$ cat src/rtl/multicycle_control.sv
// Main sequencer for the multicycle datapath: FETCH..WRITEBACK with memory wait/timeout handling.
// Outputs are combinational from state/Op/MemReady; memory states stall on MemReady, capped by WAIT_LIMIT.
module multicycle_control #(
    parameter int WAIT_LIMIT = 15
) (
    input  logic       CLK,
    input  logic       RSTn,
    input  logic [5:0] Op,
    input  logic       Zero,
    input  logic       MemReady,
    output logic       IorD,
    output logic       MemRead,
    output logic       MemWrite,
    output logic       IRWrite,
    output logic       RegDst,
    output logic       MemtoReg,
    output logic       RegWrite,
    output logic       ALUSrcA,
    output logic [1:0] ALUSrcB,
    output logic [1:0] ALUOp,
    output logic [1:0] PCSrc,
    output logic       PCWrite,
    output logic       PCWriteCond,
    output logic       IllegalOp,
    output logic       MemTimeout,
    output logic [3:0] State
);

    localparam int CW = $clog2(WAIT_LIMIT + 1);
    localparam logic [CW-1:0] LIMIT = CW'(WAIT_LIMIT);

    localparam logic [5:0] OP_R    = 6'b000000;
    localparam logic [5:0] OP_LW   = 6'b100011;
    localparam logic [5:0] OP_SW   = 6'b101011;
    localparam logic [5:0] OP_BEQ  = 6'b000100;
    localparam logic [5:0] OP_ADDI = 6'b001000;
    localparam logic [5:0] OP_J    = 6'b000010;

    typedef enum logic [3:0] {
        S_FETCH  = 4'd0,
        S_DECODE = 4'd1,
        S_MEMADR = 4'd2,
        S_MEMRD  = 4'd3,
        S_MEMWB  = 4'd4,
        S_MEMWR  = 4'd5,
        S_EXEC   = 4'd6,
        S_ALUWB  = 4'd7,
        S_BRANCH = 4'd8,
        S_JUMP   = 4'd9,
        S_ADDIEX = 4'd10,
        S_ADDIWB = 4'd11
    } state_t;

    state_t        state, state_nxt;
    logic [CW-1:0] wait_cnt, wait_cnt_nxt;
    logic          run;
    logic          is_wait;
    logic          timeout;

    // Branch qualification lives in the datapath; Zero is accepted but not needed here.
    logic unused_zero;
    assign unused_zero = Zero;

    // run stays low until the first edge that samples RSTn high, keeping every output quiet.
    always_ff @(posedge CLK or negedge RSTn) begin
        if (!RSTn) begin
            state    <= S_FETCH;
            wait_cnt <= '0;
            run      <= 1'b0;
        end else begin
            state    <= state_nxt;
            wait_cnt <= wait_cnt_nxt;
            run      <= 1'b1;
        end
    end

    assign State = state;

    always_comb begin
        IorD         = 1'b0;
        MemRead      = 1'b0;
        MemWrite     = 1'b0;
        IRWrite      = 1'b0;
        RegDst       = 1'b0;
        MemtoReg     = 1'b0;
        RegWrite     = 1'b0;
        ALUSrcA      = 1'b0;
        ALUSrcB      = 2'd0;
        ALUOp        = 2'd0;
        PCSrc        = 2'd0;
        PCWrite      = 1'b0;
        PCWriteCond  = 1'b0;
        IllegalOp    = 1'b0;
        MemTimeout   = 1'b0;
        state_nxt    = S_FETCH;
        wait_cnt_nxt = '0;
        is_wait      = (state == S_FETCH) || (state == S_MEMRD) || (state == S_MEMWR);
        timeout      = run && is_wait && !MemReady && (wait_cnt == LIMIT);

        if (run) begin
            if (is_wait && !MemReady && !timeout)
                wait_cnt_nxt = wait_cnt + CW'(1);
            MemTimeout = timeout;

            case (state)
                S_FETCH: begin
                    MemRead   = !timeout;
                    ALUSrcB   = 2'd1;
                    IRWrite   = MemReady;
                    PCWrite   = MemReady;
                    state_nxt = MemReady ? S_DECODE : S_FETCH;
                end
                S_DECODE: begin
                    ALUSrcB = 2'd3;
                    case (Op)
                        OP_LW, OP_SW: state_nxt = S_MEMADR;
                        OP_R:         state_nxt = S_EXEC;
                        OP_BEQ:       state_nxt = S_BRANCH;
                        OP_J:         state_nxt = S_JUMP;
                        OP_ADDI:      state_nxt = S_ADDIEX;
                        default: begin
                            IllegalOp = 1'b1;
                            state_nxt = S_FETCH;
                        end
                    endcase
                end
                S_MEMADR: begin
                    ALUSrcA = 1'b1;
                    ALUSrcB = 2'd2;
                    if (Op == OP_LW)
                        state_nxt = S_MEMRD;
                    else if (Op == OP_SW)
                        state_nxt = S_MEMWR;
                    else
                        state_nxt = S_FETCH;
                end
                S_MEMRD: begin
                    MemRead   = !timeout;
                    IorD      = 1'b1;
                    state_nxt = MemReady ? S_MEMWB : (timeout ? S_FETCH : S_MEMRD);
                end
                S_MEMWB: begin
                    RegWrite = 1'b1;
                    MemtoReg = 1'b1;
                end
                S_MEMWR: begin
                    MemWrite  = !timeout;
                    IorD      = 1'b1;
                    state_nxt = (MemReady || timeout) ? S_FETCH : S_MEMWR;
                end
                S_EXEC: begin
                    ALUSrcA   = 1'b1;
                    ALUOp     = 2'd2;
                    state_nxt = S_ALUWB;
                end
                S_ALUWB: begin
                    RegWrite = 1'b1;
                    RegDst   = 1'b1;
                end
                S_BRANCH: begin
                    ALUSrcA     = 1'b1;
                    ALUOp       = 2'd1;
                    PCSrc       = 2'd1;
                    PCWriteCond = 1'b1;
                end
                S_JUMP: begin
                    PCSrc   = 2'd2;
                    PCWrite = 1'b1;
                end
                S_ADDIEX: begin
                    ALUSrcA   = 1'b1;
                    ALUSrcB   = 2'd2;
                    state_nxt = S_ADDIWB;
                end
                S_ADDIWB: begin
                    RegWrite = 1'b1;
                end
                default: state_nxt = S_FETCH;
            endcase
        end
    end

endmodule

$ cat config.mk
export PLATFORM = sky130hd
export DESIGN_NAME = multicycle_control
export DESIGN_NICKNAME = d
export VERILOG_FILES = /design/src/rtl/multicycle_control.sv
export SDC_FILE = /design/constraint.sdc
export NUM_CORES = 1
export LEC_CHECK = 0
export CAP_MARGIN = 20
export CORE_MARGIN = 5
export CORE_UTILIZATION = 30
export CTS_CLUSTER_DIAMETER = 50
export CTS_CLUSTER_SIZE = 25
export DETAILED_ROUTE_END_ITERATION = 10
export MAX_ROUTING_LAYER = met4
export PLACE_DENSITY = 0.66
export SETUP_SLACK_MARGIN = 0.1
export SLEW_MARGIN = 20
export SYNTH_ARGS = -nofsm -noshare
export SYNTH_HDL_FRONTEND = slang
export SYNTH_SLANG_ARGS = --single-unit
$ cat constraint.sdc
create_clock -name CLK -period 2 [get_ports CLK]
set_input_delay 0.4 -clock CLK [delete_from_list [all_inputs] [get_ports CLK]]
set_output_delay 0.4 -clock CLK [all_outputs]
set_load 0.01 [all_outputs]
Word-level counts from Yosys, hierarchy flattened --
Index checks and enable logic that the tools add are counted.
Cells by class: reductions and logical operators 19, mux-type cells 41, add/subtract/negate cells 1, equal/unequal tests 17
Operators by type and width (count):
- $pmux 4 s7 | 1
- $mux 1 | 24
- $eq 4x4->1 const B | 5
- $pmux 4 s5 | 1
- $eq 4x3->1 const B | 4
- $eq 6x6->1 const B | 2
- $mux 3 | 4
- $mux 4 | 3
- $eq 4x2->1 const B | 2
- $mux 2 | 4
- $pmux 2 s2 | 2
- $reduce_or 2->1 | 4
- $eq 6x2->1 const B | 1
- $eq 6x3->1 const B | 1
- $eq 6x4->1 const B | 1
- $logic_not 6->1 | 1
- $pmux 2 s3 | 1
- $reduce_or 6->1 | 1
- $logic_and 1x1->1 | 5
- $add 4x1->4 const B | 1
- $eq 4x1->1 const B | 1
- $logic_not 4->1 | 1
- $reduce_or 4->1 | 1
- $logic_or 1x1->1 | 3
- other kinds (3) | 4
Storage, ports and cells: output and inout bits 22, bits of input ports 10, word-level logic and storage cells 81, flip-flop bits (word level) 9

Logic depth before layout (Yosys ltp) --
Gate-level depths: netlist of run 1.
depth in word-level cells 10, mapped depth 6, mapped depth without buffers 5

Worst setup path before layout of run 1 --
OpenSTA, ideal clock, no wires.
path type flip-flop to output port, start point register state[0] (netlist: State[0]), end point output port MemWrite, arrival time 1.580 ns, data required time 1.600 ns, buffers on the path 1, setup slack 0.020 ns, stages on the path, launching flop included 6, cells stage by stage dfrtp_1 > buf_4 > nor2b_1 > mux2_2 > and4bb_1 > nor3_1
Between the ends: longest elaborated chain between the ends 9, elaborated cells on any way between the ends 11, those cells by class 2 x eq/ne; 2 x mux; 7 x reduce/logical
Ends and longest elaborated chain:
- from (decl) | line 54 | state_t state, state_nxt;
- from (signal assigned) | line 71 | state <= state_nxt;
- $eq 4x2->1 / $logic_not 4->1 (equally long branches) | line 97 | is_wait = (state == S_FETCH) || (state == S_MEMRD) || (state == S_MEMWR);
- $logic_or 1x1->1 (2 in series) | line 97
- $logic_and 1x1->1 (3 in series) | line 98 | timeout = run && is_wait && !MemReady && (wait_cnt == LIMIT);
- $logic_not 1->1 | line 147 | MemWrite = !timeout;
- $mux 1 * | line 105 | case (state)
- $mux 1 * | line 100 | if (run) begin
- to (decl) | line 13 | output logic MemWrite,
Every way passes the cells marked *; elsewhere a longest branch is shown, timed or not.

Worst setup path after layout of run 1 --
start point register state[1] (netlist: State[1]), end point output port MemWrite
Same word-level chain as after synthesis.

==> impl_metrics.toml, run 1 <==
[setup_path]
crit_fanout = 5
cp_top_family = "flip-flops"
arrival_ns = 1.67
worstPathCellList = "xnor2_2 -> mux2_4 -> and4bb_2 -> nor3_2 -> buf_2"
cp-end-kind = "output pin"
crit_type = "flop to output pin"
path_buf_inv = 1
crit_required_ns = 1.60
r2r_end = "State[1]"
rrSetupSlack_ns = 0.34
r2r-start = "wait_cnt[0]"
cpPeakStageDelay_ns = 0.46
r2r_cells = 6
startpoint_type = "flop"
cpMaxStageDelayCell = "dfrtp_2"

[global_route]
grt_pass1_vias = 1143
antenna_found_initial = 0
grt_usage_pct = 16.1
grt_max_degree = 13
grt-ovfl-total = 0
grt_pass1_wl_um = 5190

[synth]
seq_area_frac_synth_pct = 26.3
synthesis.area_sq_um = 856
synth_fa_ha_area_share_pct = 1.46
synth_common_cells = "17 x nor2_1, 9 x dfrtp_1, 9 x nand2_1, 9 x nand2b_1, 6 x nor3_1"
ys_ff_latch = 9
synth_warnings = 0
synth_top_family_by_area = "simple AND/OR/NAND/NOR gates"
yosys.area_share.simple_pct = 41.8
yosysUniqueCellTypes = 45
synth-xor-area-share_pct = 4.09
synthArstFlopShare_pct = 100
synth_edf_count = 0
synth_compound_area_share_pct = 18.3
synth_area_leaders = "dfrtp_1 26%, nor2_1 7.5%, nand2b_1 6.6%"
syn_area_per_cell_sq_um = 7.57
yosysMostFrequentCell = "nor2_1"
synth_area_leader_cell = "dfrtp_1"
syn_nets = 124
synth_cells = 113
muxShareOfSynthArea_pct = 1.32
synth_ff_type = "dfrtp_1"
yosysTopAreaCellShare_pct = 26.3

[status]
status = "complete, but fails checks"
violations = "setup timing"

[die]
fp-row-count = 19
die_w_um = 63.4
start_util_pct = 31.3
fp.dieH_um = 63.4
dieArea_sq_um = 4020
core_area_sq_um = 2730
boundaryPins = 32

[place]
place_ws_ns = -0.569
io_buffer_count = 30
hpwl_um = 2280
globalplace.congestion = 0.909

[timing]
rsz0062_at_grt = "true"
skew_ns = 0.00185
finalMaxSlewViolations = 0
worst_slack_ns = -0.0713
min_period_ns = 2.07
max_freq_mhz = 483
holdWs_ns = 0.423
hold_viol = 0
tns_ns = -0.223
setup_viol_count_final = 5
finalCritPeriodShare_pct = 104

[power_and_ir_drop]
p_leak_nw = 0.761
powerDensity_nw_per_um2 = 312
finalPower_mw = 0.508
vdd_drop_max_v = 0.000239

[final_layout]
fin_util_pct = 59.5
diodes = 0
nNetsFinal = 196
multi_input_area_sq_um = 722
n_fill_cell = 240
syn_to_final_growth_pct = 90.1
regArea_sq_um = 229
drive_gt1_share_pct = 52.7

[routing]
num_vias = 1128
drcViolationCount = 0
wl_met2_um = 1640
wl_per_cell_um = 15.0
wl_met1_um = 1330
totalWireLength_um = 3230
vias_per_cell = 5.25
route.met3.wl_um = 168
dr.first_iter.drc_count = 48
drtAntennaViolNets = 0
highest_layer = "met4"
first_pass_iters = 4

[clock_tree]
clock_latency_ns = 0.27
cts_buffer_depth = 2
numCtsBuffers = 3
clock_sinks = 9
root_buffer = "clkbuf_4"
cts_htree_levels = 1
cts_tree = "built"
clk_pin_slew_worst_paths_ns = 0.06

[job]
maxCapViolations = 0

[min_path]
hold_path.class = "primary input to asynchronous set/reset pin"
cells by family (layout without fill, tap and decap cells):
family,after synthesis,in the layout
mux,1,1
fa+ha+maj,1,1
simple gates,65,65
flops,9,9
xor+xnor,4,4
buf+inv,11,82
other cells,1,1
compound gates,21,21
worst register-to-register path, cell delays in order, from the launching register on:
cell	delay (ns)
dfrtp_1	0.39
ha_1	0.22
buf_4	0.14
and4_1	0.20
o31ai_1	0.22
o21ai_1	0.10
a311oi_2	0.29
worst max-delay path by stage:
stage | startpoint | endpoint | slack (ns) | depth (start not counted)
6_report | State[1] | MemWrite | -0.07 | 5
5_1_grt | State[1] | MemWrite | -0.16 | 5
4_1_cts | State[1] | MemWrite | -0.13 | 5
3_5_place_dp | Op[2] | IllegalOp | -0.57 | 5
3_3_place_gp | Op[0] | IllegalOp | -0.53 | 5
2_1_floorplan | State[0] | MemWrite | 0.08 | 5
state kept, by name, summed over array words and instances (netlist names):
signal,count
State,4
run,1
wait_cnt,4
placed cells by master, fill, tap and decap left out, types with 2 or more instances in the layout:
master / instances
a21oi_1: 2
buf_2: 14
buf_4: 35
buf_6: 12
clkbuf_4: 3
clkdlybuf4s15_1: 2
clkdlybuf4s50_1: 4
dfrtp_1: 6
dfrtp_2: 3
dlygate4sd2_1: 3
dlymetal6s2s_1: 2
inv_1: 4
nand2_1: 9
nand2b_1: 7
nand2b_4: 2
nand3_1: 4
nand4_1: 2
nor2_1: 12
nor2_2: 2
nor2_4: 3
nor2b_4: 2
nor3_1: 2
nor3_2: 3
o21ai_0: 2
o21ai_1: 3
or3_4: 2
xor2_1: 2
power by group:
part	leakage, nW	total [mW]	internal [mW]	switching (mW)
Clock	0.0150	0.146	0.0772	0.0684
Combinational	0.629	0.170	0.0903	0.0799
Sequential	0.117	0.192	0.187	0.00499
Total	0.761	0.508	0.354	0.153
metrics by stage:
| step | instances | instance area (sq um) |
|---|---|---|
| after detailed placement | 203 | 1440 |
| final | 215 | 1630 |
| after global placement | 203 | 1440 |
| after global routing | 215 | 1630 |
| after CTS | 211 | 1530 |
| after floorplan | 113 | 872 |
repair_timing:
action | in CTS | in global routing
setup endpoints to repair | 19 | 18
hold buffers | 0 | 0
pin swaps | 9 | 13
gates resized for setup | 99 | 29
setup buffers | 4 | 4
final cells by class:
type / instances / area share (%)
inverter: 4 / 0.923
tap: 31 / 2.38
timing repair buffer: 74 / 36.6
multi-input combinational: 93 / 44.4
clock buffer: 4 / 1.62
sequential: 9 / 14.1
per-layer routing:
layer	vias to the layer above	global-route usage, %
met2	39	27.4
met5	-	-
met1	532	18.8
li1	546	-
met3	11	2.66
met4	0	6.23
(Power assumes the default switching activity.)
==> run 2: changes to the inputs <==
==> constraint.sdc (replaced) <==
create_clock -name CLK -period 2 [get_ports CLK]
set_input_delay 0.2 -clock CLK [delete_from_list [all_inputs] [get_ports CLK]]
set_output_delay 0.2 -clock CLK [all_outputs]
set_load 0.01 [all_outputs]
==> run 2 against run 1 <==
The flow now finishes without violations; clock skew rose by 0.0025 ns; routed wire length is 14% lower; core utilization is 6.3 points lower; first-iteration DRC count is 17% lower; critical path depth is 1 higher; critical endpoint is now MemRead; largest cell class unchanged; highest routed layer is now met3.
==> impl_metrics.toml, run 2 (synthesis gave the netlist of run 1 again) <==
[status]
status = "completed"

[power_and_ir_drop]
p_leak_nw = 0.635
powerDensity_nw_per_um2 = 332
pwr-share-comb_pct = 31.7
p_clk_share_pct = 28.6
p_int_mw = 0.343
vdd_drop_max_v = 0.000349
power_frac_seq_pct = 39.7
switchingPower_mw = 0.140
p_sw_share_pct = 29.0

[min_path]
hold_path.class = "primary input to asynchronous set/reset pin"

[routing]
wl_per_cell_um = 13.7
drtAntennaViolNets = 0
first_pass_iters = 4
num_vias = 1042
vias_per_cell = 5.16
totalWireLength_um = 2770
dr.first_iter.drc_count = 40
drcViolationCount = 0

[die]
boundaryPins = 32
fp-row-count = 19
fp.dieH_um = 63.4
start_util_pct = 31.3
dieArea_sq_um = 4020
die_w_um = 63.4
core_area_sq_um = 2730

[clock_tree]
numCtsBuffers = 3
clk_pin_slew_worst_paths_ns = 0.06
clock_latency_ns = 0.26
clock_sinks = 9
root_buffer = "clkbuf_4"
holdBufCountCts = 0
cts_buffer_depth = 2
cts_htree_levels = 1
cts_tree = "built"

[global_route]
grt_max_degree = 16
grt_pass1_vias = 1049
grt_use_met3_pct = 2.66
antenna_found_initial = 0
grtUsageMet2_pct = 22.7
grt_usage_pct = 13.8
grt-busiest-layer = "met2"
globalRouteMet1Util_pct = 17.1
grt-ovfl-total = 0
grt_pass1_wl_um = 4550

[place]
io_buffer_count = 30
globalplace.congestion = 0.848
post_dp_cell_area_sq_um = 1370
dp.cells = 195
hpwl_um = 2110

[final_layout]
layout_common_cells = "29 x buf_4, 15 x nor2_1, 13 x clkdlybuf4s50_1"
diodes = 0
final_area_sq_um = 1450
fin_util_pct = 53.2
nNetsFinal = 183
syn_to_final_growth_pct = 69.9
drive_gt1_share_pct = 39.8
fin_cells = 202
layout_commonest_cell = "buf_4"

[setup_path]
arrival_ns = 1.76
startpoint_type = "flop"
cp-end-kind = "output pin"
r2r_cells = 5
r2r_end = "State[1]"
crit_fanout = 6
crit_required_ns = 1.80
crit_type = "flop to output pin"
rrSetupSlack_ns = 0.33
r2r-start = "State[2]"

[timing]
skew_ns = 0.00438
setup_viol_count_final = 0
rsz0062_at_grt = "true"
hold_viol = 0
finalCritPeriodShare_pct = 98.1
min_period_ns = 1.96
max_freq_mhz = 510
tns_ns = 0
finalMaxSlewViolations = 0

[job]
maxCapViolations = 0
[run 2: cell types whose count changed in the layout (fill, tap and decap cells not counted), moves of 3 or more]
cell             previous run  this run
buf_2                      14         3
clkdlybuf4s50_1             4        13
nor2_1                     12        15
clkbuf_2                    1         6
buf_4                      35        29
buf_6                      12         3
nor2_4                      3         0
dlygate4sd2_1               3         6
[run 2: how the worst max path moves through the flow]
stage	endpoint	depth (start not counted)	start	slack (ns)
2_1_floorplan	MemWrite	5	State[0]	0.22
3_3_place_gp	IllegalOp	5	Op[0]	-0.16
3_5_place_dp	IllegalOp	5	Op[0]	-0.15
4_1_cts	MemRead	6	State[1]	0.0004
5_1_grt	MemRead	6	State[1]	-0.04
6_report	MemRead	6	State[1]	0.04
[run 2: area by class of cell]
class / count / area, sq um
fillers: 267 / 1280
multi-input cells: 93 / 654
inverters: 4 / 15.0
flip-flops and latches: 9 / 228
well taps: 31 / 38.8
clock buffers: 3 / 22.5
clock inverters: 1 / 5.00
repair buffers: 61 / 490
[run 2: power by group through the flow]
stage	logic [mW]	registers (mW)	clock network, mW
detailed placement	0.141	0.194	0
CTS	0.144	0.192	0.144
floorplan	0.0570	0.194	0
global route	0.168	0.193	0.154
finish	0.153	0.192	0.138
global placement	0.139	0.194	0
[run 2: critical path, stage by stage (launching register included)]
cell and delay, ns:
dfrtp_2 0.45, xnor2_2 0.16, mux2_4 0.28, and4bb_2 0.26
buf_6 0.13, nor3_4 0.08, buf_2 0.14
[run 2: repair_timing]
item                       CTS  global route
pin swaps                    3             5
gates cloned                 0             0
buffers inserted             1             2
setup endpoints to repair   17            11
gates resized for setup     44            24
[run 2: layer usage]
layer,vias to the layer above,part of all wire (%)
met5,-,0
met3,0,4.6
met4,0,0
met2,32,48
met1,492,47
li1,518,-
[run 2: stage by stage]
stage | setup slack, ns | hold WS [ns] | power [mW]
global route | -0.0422 | 0.239 | 0.514
finish | 0.0374 | 0.222 | 0.483
floorplan | 0.220 | -0.0956 | 0.251
CTS | 0.000402 | 0.226 | 0.480
global placement | -0.159 | 0.450 | 0.333
detailed placement | -0.151 | 0.462 | 0.335
==> run 3: changes to the inputs <==
- CELL_PAD_IN_SITES_DETAIL_PLACEMENT: unset -> 1
- CELL_PAD_IN_SITES_GLOBAL_PLACEMENT: unset -> 1
- CTS_CLUSTER_DIAMETER: 50 -> 120
- PLACE_DENSITY: 0.66 -> 0.86
==> run 3 against run 2 <==
Maximum frequency shrank 0.88%; core utilization grew 0.82 points; register-to-register slack lost 0.08 ns; power grew 2.0%; clock power is essentially flat; routed wire length grew 29%; die area is the same; cell count grew 2.0%; critical path depth shrank 1; sequential power is essentially flat; largest power group unchanged.
==> impl_metrics.toml, run 3 (synthesis gave the netlist of run 1 again) <==
[status]
status = "completed"

[clock_tree]
root_buffer = "clkbuf_4"
cts_htree_levels = 1
clock_latency_ns = 0.27
cts_tree = "built"
clk_pin_slew_worst_paths_ns = 0.06
clock_sinks = 9
numCtsBuffers = 3
cts_buffer_depth = 2
holdBufCountCts = 0

[routing]
first_pass_iters = 4
dr.first_iter.drc_count = 26
wl_per_cell_um = 17.3
drcViolationCount = 0
num_vias = 1093
totalWireLength_um = 3570
drtAntennaViolNets = 0
vias_per_cell = 5.31

[timing]
tns_ns = 0
hold_viol = 0
skew_ns = 0.00443
max_freq_mhz = 505
min_period_ns = 1.98
finalMaxSlewViolations = 0
finalCritPeriodShare_pct = 99.0
rsz0062_at_grt = "true"
setup_viol_count_final = 0

[die]
start_util_pct = 31.3
fp.dieH_um = 63.4
boundaryPins = 32
dieArea_sq_um = 4020
fp-row-count = 19
core_area_sq_um = 2730
die_w_um = 63.4

[final_layout]
syn_to_final_growth_pct = 72.5
layout_common_cells = "34 x buf_4, 15 x nor2_1, 11 x clkdlybuf4s50_1"
drive_gt1_share_pct = 44.6
n_fill_cell = 350
nNetsFinal = 187
diodes = 0
layout_commonest_cell = "buf_4"
final_area_sq_um = 1480

[place]
post_dp_cell_area_sq_um = 1380
globalplace.congestion = 0.893
io_buffer_count = 30
hpwl_um = 2780

[setup_path]
worstPathCellList = "xnor2_2 -> mux2_4 -> and4bb_2 -> nor3_2 -> buf_2"
cpPeakStageDelay_ns = 0.46
arrival_ns = 1.78
crit_type = "flop to output pin"
path_depth = 5
r2r-start = "State[2]"
r2r_cells = 5
cp-end-kind = "output pin"
crit_required_ns = 1.80
path_buf_inv = 1
cp_top_family = "flip-flops"
cpMaxStageDelayCell = "dfrtp_2"
crit_start = "State[1]"
crit_fanout = 5
startpoint_type = "flop"

[job]
maxCapViolations = 0

[global_route]
grt_pass1_vias = 1202
grt-ovfl-total = 0
antenna_found_initial = 0
grt_pass1_wl_um = 5980
grt_usage_pct = 18.8
grt_max_degree = 16

[power_and_ir_drop]
finalPower_mw = 0.493
powerDensity_nw_per_um2 = 334
vdd_drop_max_v = 0.000379
p_leak_nw = 0.679

[min_path]
hold_path.class = "primary input to asynchronous set/reset pin"
==> run 3: changes by cell type in the layout (fill, tap and decap cells not counted), moves of 2 or more <==
cell             change
dlygate4sd2_1        -2
dlymetal6s2s_1       +2
buf_4                +5
clkdlybuf4s50_1      -2
buf_2                +4
buf_6                -2
==> run 3: cell type report <==
type | count | area, sq um | area share, %
clock buffer | 3 | 22.5 | 1.53
clock inverter | 1 | 5.00 | 0.339
inverter | 4 | 15.0 | 1.02
multi-input combinational | 93 | 658 | 44.6
sequential | 9 | 229 | 15.5
tap | 31 | 38.8 | 2.63
timing repair buffer | 65 | 508 | 34.4
==> run 3: repair_timing <==
item | in CTS | in global routing
endpoints found under the setup margin | 18 | 14
pin swaps | 4 | 5
setup buffers | 3 | 2
gates resized for setup | 57 | 22
hold endpoints to repair | 0 | 0
==> run 3: path summary, 6_finish.rpt <==
check / endpoint / slack, ns
min in group CLK: wait_cnt[0] / 0.50
min reg2reg: wait_cnt[0] / 0.50
max in group asynchronous: State[0] / 1.48
max reg2reg: State[1] / 0.25
max: MemWrite / 0.02
min: State[2] / 0.21
==> run 3: layer usage <==
metal  track usage, %  share of wire, %  vias up
met2             34.9                55       18
met5                -                 0        -
met1             20.0                40      538
met4             6.49               2.1        0
met3             2.49               2.6       10
li1                 -                 -      527
==> run 3: power by group <==
group	total, mW	switching, mW	internal [mW]
registers	0.193	0.00566	0.187
clock network	0.141	0.0674	0.0739
logic	0.159	0.0771	0.0817
total	0.493	0.150	0.343
==> run 3: per-stage QoR <==
stage	std cells	worst slack, ns	hold slack, ns	util, %
4_1_cts	204	0.0201	0.215	53.3
3_5_place_dp	197	-0.238	0.465	50.5
2_1_floorplan	113	0.220	-0.0956	-
6_report	206	0.0200	0.214	54.0
3_3_place_gp	197	-0.113	0.447	50.5
5_1_grt	206	-0.0903	0.228	54.0
==> run 3: worst reg2reg max path, stage by stage, from the launching register on <==
cell	delay (ns)
dfrtp_1	0.41
buf_4	0.20
nor2_2	0.17
buf_4	0.15
or4b_4	0.45
a311oi_2	0.26
